**src/rtl/network_request_port.sv**
```systemverilog
// network_request_port: turns core loads/stores into mesh request packets and waits for read replies
module network_request_port #(
  parameter int DATA_WIDTH               = 6,
  parameter int NETWORK_ADDRESS_WIDTH    = 4,
  parameter int CACHE_BANK_ADDRESS_WIDTH = 3,
  parameter int TIMEOUT_CYCLES           = 32
) (
  input  logic                                                   clk,
  input  logic                                                   reset,
  input  logic [NETWORK_ADDRESS_WIDTH-1:0]                       localAddress,
  input  logic                                                   req_valid,
  output logic                                                   req_ready,
  input  logic                                                   req_write,
  input  logic [NETWORK_ADDRESS_WIDTH+CACHE_BANK_ADDRESS_WIDTH-1:0] req_addr,
  input  logic [DATA_WIDTH-1:0]                                  req_data,
  output logic                                                   resp_valid,
  output logic [DATA_WIDTH-1:0]                                  resp_data,
  output logic                                                   resp_error,
  output logic [NETWORK_ADDRESS_WIDTH+CACHE_BANK_ADDRESS_WIDTH-1:0] destinationAddressOut,
  output logic [NETWORK_ADDRESS_WIDTH-1:0]                       requesterAddressOut,
  output logic                                                   readOut,
  output logic                                                   writeOut,
  output logic [DATA_WIDTH-1:0]                                  dataOut,
  input  logic [NETWORK_ADDRESS_WIDTH+CACHE_BANK_ADDRESS_WIDTH-1:0] destinationAddressIn,
  input  logic [NETWORK_ADDRESS_WIDTH-1:0]                       requesterAddressIn,
  input  logic                                                   readIn,
  input  logic                                                   writeIn,
  input  logic [DATA_WIDTH-1:0]                                  dataIn,
  output logic [7:0]                                             drop_count
);
  localparam int AW = NETWORK_ADDRESS_WIDTH + CACHE_BANK_ADDRESS_WIDTH;
  localparam int CW = $clog2(TIMEOUT_CYCLES);
  localparam logic [CW-1:0] LAST = CW'(TIMEOUT_CYCLES - 1);

  typedef enum logic [1:0] {IDLE, SEND, WAIT, RESP} state_t;

  state_t                           r_state, w_next;
  logic [CW-1:0]                    r_count;
  logic                             r_req_ready, r_resp_valid, r_resp_error, r_rd, r_wr;
  logic [DATA_WIDTH-1:0]            r_resp_data, r_dout;
  logic [AW-1:0]                    r_dst;
  logic [NETWORK_ADDRESS_WIDTH-1:0] r_reqr;
  logic [7:0]                       r_drop;
  logic                             w_accept, w_for_me, w_consume, w_expire, w_drop, w_unused;

  assign w_accept  = r_req_ready & req_valid;
  assign w_for_me  = destinationAddressIn[AW-1 -: NETWORK_ADDRESS_WIDTH] == localAddress;
  assign w_consume = (r_state == WAIT) & writeIn & ~readIn & w_for_me;
  assign w_expire  = r_count == LAST;
  assign w_drop    = (readIn | writeIn) & w_for_me & ~w_consume;
  assign w_unused  = ^{requesterAddressIn, destinationAddressIn[CACHE_BANK_ADDRESS_WIDTH-1:0]};

  // next-state decode; a reply takes priority over timeout expiry
  always_comb begin
    w_next = r_state;
    unique case (r_state)
      IDLE:    w_next = w_accept ? SEND : IDLE;
      SEND:    w_next = r_wr ? IDLE : WAIT;
      WAIT:    w_next = (w_consume | w_expire) ? RESP : WAIT;
      default: w_next = IDLE;
    endcase
  end

  // state, ready flag and reply-wait counter
  always_ff @(posedge clk or negedge reset) begin
    if (!reset) begin
      r_state     <= IDLE;
      r_req_ready <= 1'b0;
      r_count     <= '0;
    end else begin
      r_state     <= w_next;
      r_req_ready <= w_next == IDLE;
      r_count     <= (r_state == WAIT) ? r_count + CW'(1) : '0;
    end
  end

  // packet fields are loaded on acceptance so they are visible only during SEND
  always_ff @(posedge clk or negedge reset) begin
    if (!reset) begin
      r_dst  <= '0;
      r_reqr <= '0;
      r_rd   <= 1'b0;
      r_wr   <= 1'b0;
      r_dout <= '0;
    end else begin
      r_dst  <= w_accept ? req_addr : '0;
      r_reqr <= w_accept ? localAddress : '0;
      r_rd   <= w_accept & ~req_write;
      r_wr   <= w_accept & req_write;
      r_dout <= (w_accept & req_write) ? req_data : '0;
    end
  end

  // one-cycle load completion carrying reply data or a timeout error
  always_ff @(posedge clk or negedge reset) begin
    if (!reset) begin
      r_resp_valid <= 1'b0;
      r_resp_error <= 1'b0;
      r_resp_data  <= '0;
    end else begin
      r_resp_valid <= w_next == RESP;
      r_resp_error <= (r_state == WAIT) & ~w_consume & w_expire;
      r_resp_data  <= w_consume ? dataIn : '0;
    end
  end

  // saturating count of local packets that were not consumed as replies
  always_ff @(posedge clk or negedge reset) begin
    if (!reset) r_drop <= '0;
    else        r_drop <= r_drop + 8'(w_drop && r_drop != 8'hFF);
  end

  assign req_ready             = r_req_ready;
  assign resp_valid            = r_resp_valid;
  assign resp_data             = r_resp_data;
  assign resp_error            = r_resp_error;
  assign destinationAddressOut = r_dst;
  assign requesterAddressOut   = r_reqr;
  assign readOut               = r_rd;
  assign writeOut              = r_wr;
  assign dataOut               = r_dout;
  assign drop_count            = r_drop;
endmodule

```
**config.mk**
```make
export PLATFORM = sky130hd
export DESIGN_NAME = network_request_port
export DESIGN_NICKNAME = d
export VERILOG_FILES = /design/src/rtl/network_request_port.sv
export SDC_FILE = /design/constraint.sdc
export NUM_CORES = 1
export LEC_CHECK = 0
export CAP_MARGIN = 20
export CORE_ASPECT_RATIO = 0.9
export CORE_MARGIN = 1.5
export CORE_UTILIZATION = 37
export CTS_BUF_LIST = sky130_fd_sc_hd__clkbuf_16
export DETAILED_ROUTE_END_ITERATION = 10
export HOLD_SLACK_MARGIN = 0.1
export PLACE_DENSITY_LB_ADDON = 0.15
export SLEW_MARGIN = 20
export SYNTH_ARGS = -nofsm -noshare
export SYNTH_HDL_FRONTEND = slang
export SYNTH_SLANG_ARGS = --single-unit
```
**constraint.sdc**
```tcl
create_clock -name clk -period 1.55 [get_ports clk]
set_input_delay 0.31 -clock clk [delete_from_list [all_inputs] [get_ports clk]]
set_output_delay 0.31 -clock clk [all_outputs]
set_load 0.01 [all_outputs]
```
# == After elaboration in Yosys (flattened, before gate mapping) ==
# Cells that the tools add are included.
# op_classes
n_addsub,2
eq_ne,6
div_mod_pow,0
n_lt_le_gt_ge,0
multipliers,0
n_mux,9
n_shift,0
n_bitwise,15
reduce_logical,3
# op_table
operator,n
two-way mux 6 bit,2
bitwise AND 1 bit,10
adder 8 x 1 -> 8 bit,1
"!= test 8 bit, second input constant",1
two-way mux 7 bit,1
case mux 2 bit (3 select lines),1
"adder 5 x 1 -> 5 bit, second input constant",1
"equality test 5 bit, second input constant",1
two-way mux 5 bit,1
"equality test 2 bit, second input constant",2
equality test 4 bit,1
zero test 2 bit,2
two-way mux 4 bit,1
inverter 1 bit,3
"equality test 2 x 1 -> 1 bit, second input constant",1
two-way mux 1 bit,2
two-way mux 2 bit,1
bitwise OR 1 bit,2
logical AND 1 bit,1
# word_totals
elab_cells,47
ff_bits,43
out_inout_bits,36
ram_bits,0
in_bits,40
rom_bits,0
mem_count,0
latch_bits,0

# == Longest topological paths before layout ==
# Gate-level depths: netlist of the first run.
# depth
word_depth,8
depth_mapped,7

# == Worst setup path before layout of the first run ==
# Ideal clock, no wire load.
# synth_timing
kind,input -> register
start,in destinationAddressIn[5]
end,reg r_drop[6] (netlist: drop_count[6])
stages,7
arrival_time_ns,1.601
n_path_buf,0
required_time_ns,1.425
path_slack_ns,-0.177
setup_time_ns,0.125
cell_sequence,xnor2_1 -> nand4_4 -> nor3_1 -> ha_1 -> ha_1 -> nand4_1 -> xnor2_1
# synth_between
elab_chain_cells,6
elab_cells_between_ends,7
# synth_rtl
element,line_no,rtl
from (decl),24,"input logic [NETWORK_ADDRESS_WIDTH+CACHE_BANK_ADDRESS_WIDTH-1:0] destinationAddressIn,"
equality test 4 bit *,47,assign w_for_me = destinationAddressIn[AW-1 -: NETWORK_ADDRESS_WIDTH] == localAddress;
bitwise AND 1 bit,48,assign w_consume = (r_state == WAIT) & writeIn & ~readIn & w_for_me;
inverter 1 bit,50,assign w_drop = (readIn | writeIn) & w_for_me & ~w_consume;
bitwise AND 1 bit *,50,
logical AND 1 bit *,110,else r_drop <= r_drop + 8'(w_drop && r_drop != 8'hFF);
adder 8 x 1 -> 8 bit *,110,
to (signal assigned),110,
to (decl),43,logic [7:0] r_drop;
# Every way passes the cells marked *; elsewhere a longest branch is shown, timed or not.

# == Worst setup path after layout of the first run ==
# layout_timing
start,reg r_wr (netlist: writeOut)
end,out writeOut
# layout_lines
element,line_no,rtl
from (decl),39,"logic r_req_ready, r_resp_valid, r_resp_error, r_rd, r_wr;"
from (signal assigned),89,r_wr <= w_accept & req_write;
to (decl),22,"output logic writeOut,"
# No word-level cell between the ends.

==> results of run 1 <==
[power by group]
part           total, W  switching, W  internal (W)
Combinational  0.000949      0.000433      0.000516
Clock          0.000932      0.000361      0.000571
Sequential      0.00137     0.0000827       0.00129
Total           0.00325      0.000876       0.00237
[worst paths after layout]
kind | startpoint | end | slack [ns] | cells past startpoint
worst min-delay path | reset | destinationAddressOut[3]$_DFF_PN0_ | 0.11 | 2
max in group asynchronous | reset | dataOut[2]$_DFF_PN0_ | 1.07 | 2
min in group clk | localAddress[0] | requesterAddressOut[0]$_DFF_PN0_ | 0.36 | 2
worst max register to register | drop_count[6]$_DFF_PN0_ | drop_count[6]$_DFF_PN0_ | 0.06 | 7
worst min register to register | r_count[0]$_DFF_PN0_ | r_count[0]$_DFF_PN0_ | 0.47 | 1
worst max-delay path | writeOut$_DFF_PN0_ | writeOut | 0.06 | 1
[cells by family after synthesis]
group           Yosys count
fa+ha+maj                 4
mux                       1
simple gates             54
compound gates            6
flops                    43
buf+inv                  11
xor+xnor                 12
[placed cells by master, fill, tap and decap left out, drive strengths merged, types with 6 or more instances in the layout]
master	n
clkdlybuf4s50	50
dlygate4sd2	8
and3	13
clkbuf	13
and2	10
inv	8
nor3	9
nand2	6
buf	20
xnor2	9
dfrtp	43
[metal layers]
metal | vias to the layer above | wire length, um
met3 | 10 | 242
met4 | 0 | 107
met1 | 608 | 1550
li1 | 615 | -
met2 | 47 | 1910
met5 | - | 0
[repair_timing]
| action | 4_1_cts | 5_1_grt |
|---|---|---|
| setup buffers | 1 | 0 |
| setup endpoints to repair | 15 | 4 |
| gates cloned | 0 | 0 |
| pin swaps | 3 | 6 |
| gates resized for setup | 19 | 18 |
[area by class of cell]
class | instances | area [sq um]
Fill cell | 351 | 1650
Sequential cell | 43 | 1080
Timing Repair Buffer | 87 | 771
Multi-Input combinational cell | 77 | 673
Clock buffer | 5 | 125
Tap cell | 62 | 77.6
Inverter | 7 | 26.3
Clock inverter | 1 | 3.75
[per-stage QoR]
step,setup TNS (ns),power (W)
after detailed placement,-5.00,0.00238
after global routing,0,0.00344
final,0,0.00325
after CTS,0,0.00329
after global placement,-4.62,0.00235
after floorplan,-0.0499,0.00180
[state kept, by name, indices dropped and copies added, names as in the netlist]
name,count
drop_count,8
resp_valid,1
r_count,5
writeOut,1
readOut,1
resp_error,1
requesterAddressOut,4
req_ready,1
resp_data,6
r_state,2
destinationAddressOut,7
dataOut,6
[cells in the mapped netlist, types with 2 or more instances]
library cell / n
xnor2_1: 9
a21oi_1: 2
ha_1: 4
inv_1: 6
nand3_1: 4
nor3_1: 3
nor3_2: 6
clkbuf_1: 3
xor2_1: 3
nor2_1: 4
nand2_1: 6
dfrtp_1: 43
and3_1: 13
nand4_1: 2
and2_1: 10
==> key figures, run 1 <==
STA
  – Hold WS: 0.108 ns
  – Final Cycle Share: 0.960
  – Relative slew slack: 0.641
  – Worst setup slack after layout: roughly 0.061 ns
  – Setup violators final: 0
  – Final Critical Period: around 1.5 ns
  – Clk_skew: about 0.0020 ns
  – Worst Max-Slew Pin Slew: roughly 0.54 ns
  – Max Freq: 672 MHz
  – RSZ-0062 raised after global routing: no
  – Final hold vios: 0
  – Count of final max-slew check failures: 0

Yosys
  – Area contributors post-synth: dfrtp_1, and3_1, xnor2_1
  – Main combinational cell family by area after synthesis: simple AND/OR/NAND/NOR gates
  – Multiplexer area fraction after synthesis: 0.00594
  – Synth area leader: dfrtp_1
  – Syn Nets: between 150 and 200
  – Syn. warnings: 0
  – Post-synth ARST share: 1.00
  – Yosys cell types: 28
  – Synth top area share: 0.638
  – Post-synth EDFFs: 0
  – Post-synthesis simple-gate area fraction: 0.209
  – Syn avg cell area: about 13 sq um
  – Synth Area in Adders: 0.0297
  – Compound-Gate Fraction of Synth Area: 0.0252
  – Yosys reg bits: between 40 and 50
  – Cell area after synthesis: approximately 1700 sq um
  – Xor and xnor fraction of the mapped netlist area: 0.0624
  – Post-Synthesis Cells: around 130
  – Ys flop type: dfrtp_1
  – Sequential area share after synthesis: 0.638

Die
  – Die ar.: a little under 5000 sq um
  – I/O pins: 76
  – DIE HEIGHT: 67.0 um
  – Die Width: roughly 74 um
  – Starting density of the core: 0.383
  – Core area: about 4400 sq um
  – Row count: 23

Cells and area
  – Nets: ~270
  – Final instance area: about 2800 sq um
  – # diodes: 0
  – Area Growth Syn to Fin: 63.3%
  – Post-layout util: 0.625
  – Non-filler cells in the finished layout: roughly 280
  – Share of post-route cells with drive strength above 1: 0.250

Global route
  – Largest net degree at the start of global routing: between 40 and 50
  – GR Util met3: 0.0530
  – First-pass GRT wire length: 6.28 mm
  – Met2 Use GR: 0.289
  – Busiest grt layer: met2
  – Vias in the first global route: 1422
  – GR Util met1: 0.191
  – GR Overflow Total: 0
  – All-Layer GR Usage: 0.171
  – Initial antenna violation count: 0

Routing
  – Routed via count: between 1000 and 1500
  – Wire per inst: 13.5 um
  – DRT Pass-1 Iters: 4
  – WL final: 3.81 mm
  – Antenna violation net count after detailed routing: 0
  – DR iter-0 viols: 67
  – Via density: 4.54
  – Residual DRC count: 0

Clock network
  – Htree depth: 2
  – Max Root-Sink Buffers: 2
  – Clk slew on worst S/H paths: about 0.050 ns
  – Root Buffer: clkbuf_16
  – CTS Sinks: 43
  – Hold buffer count at CTS: 0
  – Clock Latency Late Sink: 0.27 ns
  – TritonCTS clock tree: yes
  – CTS buffer count: 5

Power and ir drop
  – Peak VDD IR: 669 uV
  – Pwr per Cell Area: ~1200 nW/um^2
  – Lkg Pwr: roughly 1.3 nW

Worst setup path
  – Worst EP arrival: about 1.2 ns
  – Slowest CP cell: clkdlybuf4s50_1
  – CP required: 1.24 ns
  – CP Launch Type: register
  – Delay-heaviest family, CP: buffers and inverters
  – CP max stage delay: approximately 0.55 ns
  – Crit end category: output pin
  – CP bufs+invs: 1
  – Critical path fanouts, max: 2
  – Critical path class: reg -> out
  – Crit-path cells: clkdlybuf4s50_1

Placed design
  – Detailed Place HPWL: ~2.8 mm
  – Setup slack after placement: -0.576 ns
  – Port bufs: between 60 and 70
  – Dpl cells: 275
  – GPL Wtd Cong: around 0.77
  – Placed cell area: 2650 sq um

Hold path
  – HP Class: in -> async

Job
  – Max-Cap Viols: 0

Run status
  – Status: finished, final reports clean
(Power assumes the default switching activity.)
==> inputs of run 2 (changes only) <==
Settings changed: CORE_UTILIZATION 37 to 30, PLACE_DENSITY set to 0.61, PLACE_DENSITY_LB_ADDON 0.15 to not set.
==> run 2 against run 1 <==
Effect of this change: hold slack better by 0.24 ns; die area is 22% higher; count of clock-buffer cells in the layout is the same; sequential share of layout area fell by 0.94 points; clock power rose by 2.9%; combinational power rose by 2%; utilization is 9.8 points lower; largest cell class unchanged.
==> key figures, run 2 (synthesis gave the netlist of run 1 again) <==
Run status
  – Status: finished, final reports clean

Die
  – I/O pins: 76
  – Die ar.: between 6000 and 7000 sq um
  – Starting density of the core: 0.315
  – Core area: between 5000 and 6000 sq um
  – Row count: 25
  – Die Width: 82.0 um
  – DIE HEIGHT: 74.1 um

Routing
  – Routed via count: 1268
  – Wire per inst: between 10 and 15 um
  – WL final: ~3.7 mm
  – DRT Pass-1 Iters: 4
  – Via density: ~4.4
  – DR iter-0 viols: 36
  – Antenna violation net count after detailed routing: 0
  – Residual DRC count: 0

Placed design
  – Port bufs: 68
  – Dpl cells: 281
  – GPL Wtd Cong: 0.737
  – Detailed Place HPWL: between 2 and 3 mm

Global route
  – All-Layer GR Usage: 0.141
  – GR Overflow Total: 0
  – Initial antenna violation count: 0
  – First-pass GRT wire length: ~6.3 mm
  – Largest net degree at the start of global routing: 24
  – Vias in the first global route: between 1000 and 1500

Clock network
  – Htree depth: 2
  – TritonCTS clock tree: yes
  – Root Buffer: clkbuf_16
  – Clock Latency Late Sink: ~0.28 ns
  – Max Root-Sink Buffers: 2
  – CTS buffer count: 5
  – CTS Sinks: 43
  – Clk slew on worst S/H paths: roughly 0.06 ns

Worst setup path
  – Critical path fanouts, max: 2
  – Delay-heaviest family, CP: buffers and inverters
  – CP Launch Type: register
  – CP required: about 1.2 ns
  – Worst EP arrival: between 1 and 1.5 ns
  – Slowest CP cell: clkdlybuf4s50_1
  – CP max stage delay: 0.54 ns
  – CP bufs+invs: 1
  – Crit-path cells: clkdlybuf4s50_1
  – Crit end category: output pin
  – Critical path class: reg -> out

Job
  – Max-Cap Viols: 0

Cells and area
  – Non-filler cells in the finished layout: 290
  – Commonest non-fill, non-tap cells in the layout: clkdlybuf4s50_1, dfrtp_1, buf_4
  – Commonest non-fill, non-tap cell in the layout: clkdlybuf4s50_1
  – Nets: 267
  – # diodes: 0
  – Number of flip-flops in the largest register: 8
  – Area Growth Syn to Fin: 67.3%
  – Share of post-route cells with drive strength above 1: 0.260

STA
  – Setup violators final: 0
  – Relative slew slack: 0.673
  – Worst Max-Slew Pin Slew: approximately 0.49 ns
  – Max Freq: between 600 and 700 MHz
  – Final Critical Period: between 1 and 1.5 ns
  – Final Cycle Share: 0.961
  – Count of final max-slew check failures: 0
  – Final hold vios: 0
  – Clk_skew: between 0.005 and 0.006 ns
  – Hold WS: 0.349 ns
  – RSZ-0062 raised after global routing: no

Power and ir drop
  – Lkg Pwr: around 1.3 nW
  – Pwr per Cell Area: 1170 nW/um^2
  – Peak VDD IR: 615 uV

Hold path
  – HP Class: in -> reg
run 2: cell type report:
cell class	instances	area, sq um
Tap cell	67	83.8
Fill cell	467	2530
Clock buffer	5	125
Inverter	7	26.3
Timing Repair Buffer	89	823
Multi-Input combinational cell	77	677
Clock inverter	2	8.76
Sequential cell	43	1080
run 2: worst paths after layout:
path	end	startpoint	cells after the start	slack [ns]
setup / recovery	writeOut	writeOut$_DFF_PN0_	1	0.06
hold / removal	requesterAddressOut[3]$_DFF_PN0_	localAddress[3]	2	0.35
setup reg to reg	drop_count[2]$_DFF_PN0_	drop_count[5]$_DFF_PN0_	7	0.07
hold reg to reg	r_count[0]$_DFF_PN0_	r_count[0]$_DFF_PN0_	1	0.46
max in group asynchronous	drop_count[1]$_DFF_PN0_	reset	3	0.53
min in group asynchronous	r_count[2]$_DFF_PN0_	reset	2	0.52
run 2: stage by stage:
| step | power (W) | area [sq um] | setup TNS (ns) | utilization | worst slack, ns |
|---|---|---|---|---|---|
| 2_1_floorplan | 0.00180 | 1780 | -0.0499 | - | -0.0499 |
| 6_report | 0.00330 | 2820 | 0 | 0.527 | 0.0599 |
| 3_5_place_dp | 0.00240 | 2670 | -4.64 | 0.500 | -0.555 |
| 4_1_cts | 0.00334 | 2820 | -0.00979 | 0.527 | -0.00979 |
| 5_1_grt | 0.00353 | 2820 | 0 | 0.527 | 0.00322 |
| 3_3_place_gp | 0.00237 | 2670 | -4.35 | 0.500 | -0.529 |
run 2: where the power goes:
| part | total [W] | switching [W] | internal, W |
|---|---|---|---|
| Combinational | 0.000968 | 0.000431 | 0.000536 |
| Clock | 0.000959 | 0.000381 | 0.000578 |
| Sequential | 0.00137 | 0.0000837 | 0.00129 |
| Total | 0.00330 | 0.000896 | 0.00240 |
run 2: metal layers:
metal	track usage	wire, um	vias to the layer above
met4	0.0565	57	0
met3	0.0515	269	5
li1	-	-	618
met5	0	0	-
met2	0.243	2000	38
met1	0.159	1410	607
run 2: timing repair:
item | in CTS | in global routing
hold endpoints to repair | 20 | 0
setup buffers | 0 | 1
pin swaps | 5 | 6
resized for setup | 26 | 11
endpoints found under the setup margin | 15 | 3
cloned | 0 | 0
hold buffers | 1 | 0
==> inputs of run 3 (changes only) <==
Settings changed: CORE_MARGIN 1.5 to 2, PLACE_DENSITY 0.61 to 0.73.
==> run 3 against run 2 <==
Effect of this change: combinational power is 0.7% higher; utilization is 0.73 points higher; via count increased by 0.55%; highest routed layer unchanged; clock skew fell by 0.0028 ns; critical path depth stayed put; fmax shrank 0.66%; largest power group unchanged; sequential share of layout area down 0.52 points; first-iteration DRC count up 72%; hold slack better by 0.0014 ns; power increased by 5.3%; wire length is 2.0% higher; critical path type unchanged.
==> key figures, run 3 (synthesis gave the netlist of run 1 again) <==
Worst setup path
  – CP max stage delay: roughly 0.55 ns
  – CP required: between 1 and 1.5 ns
  – Critical path class: reg -> out
  – Crit-path cells: clkdlybuf4s50_1
  – Delay-heaviest family, CP: buffers and inverters
  – Slowest CP cell: clkdlybuf4s50_1
  – Crit end category: output pin
  – Critical path fanouts, max: 2
  – CP Launch Type: register
  – Worst EP arrival: 1.19 ns
  – CP bufs+invs: 1

Power and ir drop
  – Pwr per Cell Area: approximately 1200 nW/um^2
  – Switching pwr: ~0.0009 W
  – Clock power share: 0.323
  – Switching Share: 0.262
  – Lkg Pwr: ~1.4 nW
  – Power Total: 0.00347 W
  – Peak VDD IR: between 700 and 800 uV
  – Logic pwr share: 0.281
  – Int Power: 0.00256 W
  – Sequential share of power: 0.396

STA
  – Count of final max-slew check failures: 0
  – Final Cycle Share: 0.968
  – Worst Max-Slew Pin Slew: between 0.5 and 0.6 ns
  – Setup violators final: 0
  – Relative slew slack: 0.611
  – Clk_skew: 0.00306 ns
  – Max Freq: around 670 MHz
  – Final Critical Period: between 1 and 1.5 ns
  – Final hold vios: 0

Hold path
  – HP Class: in -> reg

Global route
  – GR Util met3: 0.0493
  – GR Overflow Total: 0
  – Met2 Use GR: 0.231
  – GR Util met1: 0.147
  – First-pass GRT wire length: 6.27 mm
  – Largest net degree at the start of global routing: 26
  – All-Layer GR Usage: 0.131
  – Vias in the first global route: approximately 1400
  – Busiest grt layer: met2
  – Initial antenna violation count: 0

Die
  – Die Width: 83.0 um
  – Starting density of the core: 0.315
  – DIE HEIGHT: approximately 75 um
  – I/O pins: 76
  – Die ar.: about 6200 sq um
  – Core area: roughly 5300 sq um
  – Row count: 25

Cells and area
  – Storage cell area: about 1100 sq um
  – Share of post-route cells with drive strength above 1: 0.276
  – Commonest non-fill, non-tap cells in the layout: clkdlybuf4s50_1, dfrtp_1, buf_4
  – Commonest non-fill, non-tap cell in the layout: clkdlybuf4s50_1
  – Number of flip-flops in the largest register: 8
  – Nets: 269
  – Area Growth Syn to Fin: 69.6%
  – Non-filler cells in the finished layout: around 300
  – # fillers: 463
  – # diodes: 0
  – Multi-input gate area: 701 sq um
  – Post-layout util: 0.535

Routing
  – Antenna violation net count after detailed routing: 0
  – DR iter-0 viols: 62
  – WL final: 3.81 mm
  – Routed via count: between 1000 and 1500
  – Via density: between 4 and 5
  – Residual DRC count: 0
  – Wire per inst: between 10 and 15 um
  – DRT Pass-1 Iters: 4

Clock network
  – CTS Sinks: 43
  – Htree depth: 2
  – Max Root-Sink Buffers: 2
  – Clk slew on worst S/H paths: around 0.060 ns
  – Clock Latency Late Sink: ~0.28 ns
  – TritonCTS clock tree: yes
  – CTS buffer count: 5
  – Root Buffer: clkbuf_16

Placed design
  – GPL Wtd Cong: ~0.74
  – Dpl cells: between 200 and 300
  – Detailed Place HPWL: 2.91 mm
  – Port bufs: 68

Job
  – Max-Cap Viols: 0

Run status
  – Status: finished, final reports clean
[run 3: stage by stage]
step	worst slack [ns]	area [sq um]	hold slack [ns]	TNS [ns]
finish	0.0501	2860	0.351	0
global route	-0.00314	2860	0.344	-0.00314
CTS	0.00190	2850	0.486	0
detailed placement	-0.607	2670	0.336	-5.23
global placement	-0.548	2670	0.332	-4.72
floorplan	-0.0499	1780	0.0144	-0.0499
[run 3: per-layer routing]
metal	routed length [um]	part of all wire	up-vias
met5	0	0	-
met3	305	0.080	7
met2	1890	0.50	48
met1	1550	0.41	598
li1	-	-	622
met4	55	0.014	0
[run 3: final cells by class]
cell class / count / area share
inverter: 7 / 0.00919
clock inverter: 2 / 0.0118
multi-input combinational: 77 / 0.245
tap: 67 / 0.0293
clock buffer: 5 / 0.0438
timing repair buffer: 91 / 0.284
sequential: 43 / 0.376
[run 3: path summary, 6_finish.rpt]
path	end	startpoint	slack, ns	depth (start not counted)
setup / recovery	writeOut	writeOut$_DFF_PN0_	0.05	1
setup reg to reg	drop_count[2]$_DFF_PN0_	drop_count[6]$_DFF_PN0_	0.08	7
max in group asynchronous	dataOut[5]$_DFF_PN0_	reset	0.49	3
hold reg to reg	r_count[0]$_DFF_PN0_	r_count[0]$_DFF_PN0_	0.47	1
min in group asynchronous	r_count[2]$_DFF_PN0_	reset	0.56	2
hold / removal	requesterAddressOut[2]$_DFF_PN0_	localAddress[2]	0.35	2
[run 3: repair_timing]
action / in CTS / in global routing
gates resized for setup: 20 / 21
endpoints found under the hold margin: 23 / 0
endpoints found under the setup margin: 15 / 6
pin swaps: 2 / 10
hold buffers: 1 / 0
setup buffers: 1 / 2
[run 3: power by group through the flow]
| stage | Sequential (W) | Combinational, W | Clock, W |
|---|---|---|---|
| after floorplan | 0.00149 | 0.000307 | 0 |
| final | 0.00137 | 0.000975 | 0.00112 |
| after detailed placement | 0.00139 | 0.000998 | 0 |
| after global placement | 0.00138 | 0.000989 | 0 |
| after global routing | 0.00139 | 0.00106 | 0.00120 |
| after CTS | 0.00137 | 0.000971 | 0.00116 |
